[src/rtl/fmul_pipe.sv]
// fmul_pipe: pipelined IEEE-754 single multiplier, LATENCY 2..4, valid/ready.
// Define FMUL_SPECIAL_EN for IEEE handling of exponent-255 inputs (NaN/inf).
module fmul_pipe #(
  parameter int LATENCY = 3,
  parameter int TAG_W   = 4
) (
  input  logic             clk,
  input  logic             rstn,
  input  logic             in_valid,
  output logic             in_ready,
  input  logic [31:0]      x1,
  input  logic [31:0]      x2,
  input  logic [TAG_W-1:0] in_tag,
  output logic             out_valid,
  input  logic             out_ready,
  output logic [31:0]      y,
  output logic [TAG_W-1:0] out_tag,
  output logic             ovf,
  output logic             unf
);

  if (LATENCY < 2 || LATENCY > 4) begin : g_bad_latency
    $error("fmul_pipe: LATENCY must be 2..4");
  end

  typedef struct packed {
    logic       s;
    logic [9:0] e;
    logic       zr;
    logic       nan;
    logic       inf;
  } hdr_t;

  typedef struct packed {
    hdr_t        h;
    logic [23:0] m;
    logic        g;
    logic        r;
    logic        st;
  } pn_t;

  typedef struct packed {
    logic [31:0] y;
    logic        ovf;
    logic        unf;
  } res_t;

  function automatic logic [47:0] f_sum(
    input logic [35:0] lo,
    input logic [35:0] hi
  );
    return {12'b0, lo} + {hi, 12'b0};
  endfunction

  function automatic pn_t f_norm(
    input hdr_t        h,
    input logic [47:0] p
  );
    pn_t n;
    n   = '0;
    n.h = h;
    if (p[47]) begin
      n.h.e = h.e + 10'd1;
      n.m   = p[47:24];
      n.g   = p[23];
      n.r   = p[22];
      n.st  = |p[21:0];
    end else begin
      n.m   = p[46:23];
      n.g   = p[22];
      n.r   = p[21];
      n.st  = |p[20:0];
    end
    return n;
  endfunction

  function automatic res_t f_round(input pn_t n);
    logic        up;
    logic [24:0] mr;
    logic [9:0]  e;
    res_t        r;
    r  = '0;
    up = n.g & (n.r | n.st | n.m[0]);
    mr = {1'b0, n.m} + {24'b0, up};
    e  = n.h.e + {9'b0, mr[24]};
    if (n.h.nan) begin
      r.y = 32'h7FC0_0000;
    end else if (n.h.inf) begin
      r.y = {n.h.s, 8'hFF, 23'b0};
    end else if (n.h.zr) begin
      r.y = {n.h.s, 31'b0};
    end else if ($signed(e) >= 10'sd255) begin
      r.y   = {n.h.s, 8'hFF, 23'b0};
      r.ovf = 1'b1;
    end else if ($signed(e) <= 10'sd0) begin
      r.y   = {n.h.s, 31'b0};
      r.unf = 1'b1;
    end else begin
      r.y = {n.h.s, e[7:0], mr[22:0]};
    end
    return r;
  endfunction

  logic stall;
  assign stall    = out_valid & ~out_ready;
  assign in_ready = ~stall;

  logic [7:0]  e1, e2;
  logic [23:0] ma, mb;
  hdr_t        h_in;
  logic [35:0] pl_in, ph_in;

  assign e1    = x1[30:23];
  assign e2    = x2[30:23];
  assign ma    = {1'b1, x1[22:0]};
  assign mb    = {1'b1, x2[22:0]};
  assign pl_in = ma * mb[11:0];
  assign ph_in = ma * mb[23:12];

`ifdef FMUL_SPECIAL_EN
  logic nan1, nan2, inf1, inf2;
  assign nan1 = (e1 == 8'hFF) && (x1[22:0] != 23'd0);
  assign nan2 = (e2 == 8'hFF) && (x2[22:0] != 23'd0);
  assign inf1 = (e1 == 8'hFF) && (x1[22:0] == 23'd0);
  assign inf2 = (e2 == 8'hFF) && (x2[22:0] == 23'd0);
`endif

  // Unpack: sign, biased exponent sum, zero and special classes.
  always_comb begin
    h_in.s  = x1[31] ^ x2[31];
    h_in.e  = {2'b0, e1} + {2'b0, e2} - 10'd127;
    h_in.zr = (e1 == 8'd0) | (e2 == 8'd0);
`ifdef FMUL_SPECIAL_EN
    h_in.nan = nan1 | nan2 | ((inf1 | inf2) & h_in.zr);
    h_in.inf = inf1 | inf2;
`else
    h_in.nan = 1'b0;
    h_in.inf = 1'b0;
`endif
  end

  logic [LATENCY:1]  v;
  logic [TAG_W-1:0]  tg [LATENCY];
  hdr_t              h1;
  logic [35:0]       pl1, ph1;
  res_t              r_nx;

  // Valid bits shift together; everything freezes on stall.
  always_ff @(posedge clk) begin
    if (!rstn) begin
      v <= '0;
    end else if (!stall) begin
      v <= {v[LATENCY-1:1], in_valid};
    end
  end

  // Tags ride alongside their operation.
  always_ff @(posedge clk) begin
    if (!rstn) begin
      for (int i = 0; i < LATENCY; i++) tg[i] <= '0;
    end else if (!stall) begin
      tg[0] <= in_tag;
      for (int i = 1; i < LATENCY; i++) tg[i] <= tg[i-1];
    end
  end

  // Stage 1: header and two 24x12 partial products.
  always_ff @(posedge clk) begin
    if (!rstn) begin
      h1  <= '0;
      pl1 <= '0;
      ph1 <= '0;
    end else if (!stall) begin
      h1  <= h_in;
      pl1 <= pl_in;
      ph1 <= ph_in;
    end
  end

  if (LATENCY == 2) begin : g_l2
    assign r_nx = f_round(f_norm(h1, f_sum(pl1, ph1)));
  end else if (LATENCY == 3) begin : g_l3
    pn_t n2;
    // Middle stage: full product sum and normalise.
    always_ff @(posedge clk) begin
      if (!rstn) begin
        n2 <= '0;
      end else if (!stall) begin
        n2 <= f_norm(h1, f_sum(pl1, ph1));
      end
    end
    assign r_nx = f_round(n2);
  end else begin : g_l4
    hdr_t        h2;
    logic [23:0] slo2;
    logic        c2;
    logic [11:0] lt2;
    logic [23:0] ht2;
    logic [24:0] lo_s;
    logic [47:0] p3;
    pn_t         n3;
    assign lo_s = {1'b0, pl1[23:0]} + {1'b0, ph1[11:0], 12'b0};
    // Lower half of the product sum; carry deferred.
    always_ff @(posedge clk) begin
      if (!rstn) begin
        h2   <= '0;
        slo2 <= '0;
        c2   <= 1'b0;
        lt2  <= '0;
        ht2  <= '0;
      end else if (!stall) begin
        h2   <= h1;
        slo2 <= lo_s[23:0];
        c2   <= lo_s[24];
        lt2  <= pl1[35:24];
        ht2  <= ph1[35:12];
      end
    end
    assign p3 = {ht2 + {12'b0, lt2} + {23'b0, c2}, slo2};
    // Upper half of the sum, then normalise.
    always_ff @(posedge clk) begin
      if (!rstn) begin
        n3 <= '0;
      end else if (!stall) begin
        n3 <= f_norm(h2, p3);
      end
    end
    assign r_nx = f_round(n3);
  end

  // Last stage: round, pack, flags.
  always_ff @(posedge clk) begin
    if (!rstn) begin
      y   <= '0;
      ovf <= 1'b0;
      unf <= 1'b0;
    end else if (!stall) begin
      y   <= r_nx.y;
      ovf <= r_nx.ovf;
      unf <= r_nx.unf;
    end
  end

  assign out_valid = v[LATENCY];
  assign out_tag   = tg[LATENCY-1];

endmodule

[config.mk]
export PLATFORM = sky130hd
export DESIGN_NAME = fmul_pipe
export DESIGN_NICKNAME = d
export VERILOG_FILES = /design/src/rtl/fmul_pipe.sv
export SDC_FILE = /design/constraint.sdc
export NUM_CORES = 2
export LEC_CHECK = 0
export CORE_ASPECT_RATIO = 1.25
export CORE_UTILIZATION = 35
export CTS_CLUSTER_DIAMETER = 80
export DETAILED_ROUTE_END_ITERATION = 7
export GPL_ROUTABILITY_DRIVEN = 0
export PLACE_DENSITY = 0.63
export SLEW_MARGIN = 20
export SYNTH_ARGS = -nofsm -noshare
export SYNTH_HDL_FRONTEND = slang
export SYNTH_SLANG_ARGS = --single-unit
[constraint.sdc]
create_clock -name clk -period 10.85 [get_ports clk]
set_clock_uncertainty 0.05 [all_clocks]
set_input_delay 3.255 -clock clk [delete_from_list [all_inputs] [get_ports clk]]
set_output_delay 3.255 -clock clk [all_outputs]
set_load 0.02 [all_outputs]
==> run metrics <==
number of setup buffers added after CTS=0; io pins=112; CP max-delay cell=clkdlybuf4s50_1; Post-DP Area=28800 µm²; RSZ-0062 raised after global routing=false; Resize count post-CTS=0; Top FF cell, synth=dfxtp_1; total negative slack=0 ps; Sw Pwr=5.02 mW; via count=21200; Synth async-reset ratio=0%; multi-input logic area=20000 µm²; Most common cell on crit path=fa_1; DRC=1; Total GRT Usage=19.6%; #FFs+latches synth=172; fin crit period=9490 ps; first-pass GRT wire length=119000 µm; initial core utilization=35.5%; WL/cell=17.6 µm; H-tree levels=4; CP max FO=16; finished layout cell area=29400 µm²; yosys warns=0; Clk pwr share=6.9%; Antenna diodes=0; Post-synth EDFFs=12; CTS Sinks=172; crit path launch type=primary input; largest net degree at the start of global routing=102; pin slew with the least headroom to its limit=1140 ps; critical path class=in -> reg; status=finished with violations; worst reg2reg path endpoint=y[4]; pre-CTS setup slack=916 ps; failing checks=design-rule violations; placed cells=4192; Synth area leader=fa_1; Critical Path RT=11140 ps; Hold Violations, Final=0; FF-to-FF Start=g_l3.n2[3]; post-synth top area share=33.3%; CP cell instances=clkdlybuf4s50_1, inv_1, fa_1, inv_1, fa_1, fa_1, fa_1, inv_1, fa_1, inv_1, ha_1, a21oi_1, o21ai_0, a31oi_1, nand3b_1, a31o_2, a211oi_1, a22oi_1, or4_1, and4b_1; Power Dens Cells=320 nW/µm²; final worst path period share=87.5%; vias in the first global route=21700; Rel. slew slack=24.0%; CTS tree=yes; maximum buffer depth of the clock tree=2; Critical Path AT=9790 ps; Die ar.=77000 µm²; # fillers=7738; hold slack=386 ps; final WL=74300 µm; final setup fails=0; largest cells by area after synthesis=fa_1 33%, dfxtp_1 12%, ha_1 8.9%; Hold EP=y[24]; 1st-pass router iterations=7; die width=248 µm; FP Rows=112; hold path depth=2; vias per cell=5.01; Antenna Nets Post-Route=0; Util after Layout=39.2%; sw frac=53.4%; hpwl dp=59200 µm; layout cells sized above 1=3.63%; storage element area=3560 µm²; Mapped Area=26600 µm²; Int Pwr=4.38 mW; Mapped Nets=3918; Die Y=310 µm; R2R Setup Slk=6220 ps; core area=74800 µm²; share of power burned in registers=10.6%; Slew Limit Fails=0; CTS Root Cell=clkbuf_16; initial antenna violation count=0; Syn Inst Count=3214; hold_sp=y[24]; combinational power share=82.5%; Synth cell types=73; CTS Buf Count=17; VDD IR max=273 µV; worst hold path class=reg -> reg; PortBufs=111; worst reg-to-reg path cell count=19; total power=9.40 mW; non-filler cells, final=4224; worst skew pair latency=450 ps; Syn Area/Cell=8.27 µm²; MaxCap Viol Count=0; Area Growth Syn to Fin=10.5%; drt initial violations=1296; hold bufs inserted after CTS=0; final worst slack=1360 ps; kind of end point of the critical path=register; Synth top cells by count=613 x inv_1, 613 x nand2_1, 442 x fa_1; CTS clk-pin slew, worst paths=70 ps; GR Overflow Total=0; Max Freq=105 MHz; final net count=3946; post-synthesis sequential area ratio=13.4%; Pleak=14.3 nW; CP max stage delay=1080 ps
## cell usage in the layout (no fill, tap or decap), drive strengths merged, types with 6 or more instances in the layout
cell / Yosys / final
o21a: 17 / 17
clkbuf: 162 / 18
a21oi: 86 / 86
a21boi: 27 / 27
dfxtp: 160 / 160
a21o: 52 / 52
a22o: 8 / 8
nor2: 81 / 81
nor2b: 16 / 16
a31oi: 25 / 25
edfxtp: 12 / 12
o211a: 9 / 9
nand3: 55 / 55
nor4: 9 / 9
fa: 442 / 442
inv: 613 / 619
o31ai: 14 / 14
or3: 13 / 13
and2: 136 / 136
ha: 190 / 190
clkdlybuf4s50: 0 / 109
nand2: 613 / 613
and3: 39 / 39
o21bai: 8 / 8
a221oi: 7 / 7
o211ai: 10 / 10
and4: 6 / 6
nand4: 14 / 14
o21ai: 139 / 139
nand2b: 12 / 12
xnor2: 72 / 72
buf: 9 / 71
a221o: 6 / 6
xor2: 42 / 42
a211oi: 19 / 19
nor3: 29 / 29
## power by group through the flow
| stage | logic [mW] | clock network, mW | registers [mW] |
|---|---|---|---|
| after floorplan | 5.61 | 0 | 0.973 |
| after detailed placement | 7.72 | 0 | 1.01 |
| after global placement | 7.65 | 0 | 1.01 |
| after CTS | 7.76 | 0.663 | 0.996 |
| final | 7.76 | 0.647 | 0.994 |
| after global routing | 8.70 | 0.688 | 1.02 |
## sequential cells by signal (all words and copies together), names as in the netlist
name,count
unf,1
h1,12
g_l3.n2,39
ph1,36
pl1,36
y,32
v,3
ovf,1
tg,12
## metal layers
| layer | GRT usage (%) | vias up | wire, µm |
|---|---|---|---|
| li1 | - | 10100 | - |
| met3 | 2.25 | 108 | 3690 |
| met5 | 0 | - | 0 |
| met1 | 24.7 | 10400 | 32000 |
| met2 | 34.6 | 621 | 36100 |
| met4 | 6.88 | 0 | 2460 |
## worst max-delay path, delay by kind of cell
| family | cells | cell delay [ps] |
|---|---|---|
| buffers and inverters | 5 | 1520 |
| adders and majority gates | 6 | 2900 |
| AOI/OAI and AO/OA | 6 | 1370 |
| and+or+nand+nor | 3 | 720 |
## final cells by class
| class | instances | area share, % |
|---|---|---|
| Multi-Input combinational cell | 2258 | 68.3 |
| Sequential cell | 172 | 12.1 |
| Inverter | 613 | 7.84 |
| Timing Repair Buffer | 180 | 5.56 |
| Tap cell | 969 | 4.13 |
| Clock buffer | 18 | 1.46 |
| Clock inverter | 14 | 0.614 |
## worst max path at each step
stage | end | startpoint
4_1_cts | pl1[34] | x2[9]
6_report | ph1[34] | x1[6]
5_1_grt | ph1[34] | x1[10]
3_3_place_gp | ph1[35] | x2[16]
2_1_floorplan | ph1[35] | x2[15]
3_5_place_dp | pl1[34] | x2[9]
## cell families (layout without fill, tap and decap cells)
group / count (synthesis) / in the layout / synth area share (%)
and+or+nand+nor: 1047 / 1047 / 18.0
buffers and inverters: 784 / 825 / 11.2
AOI/OAI and AO/OA: 464 / 464 / 11.4
muxes: 1 / 1 / 0.0377
adders and majority gates: 632 / 632 / 42.3
DFF: 172 / 172 / 13.4
xor gates and xnor gates: 114 / 114 / 3.76
No activity file was read; power rests on OpenSTA's default activity.
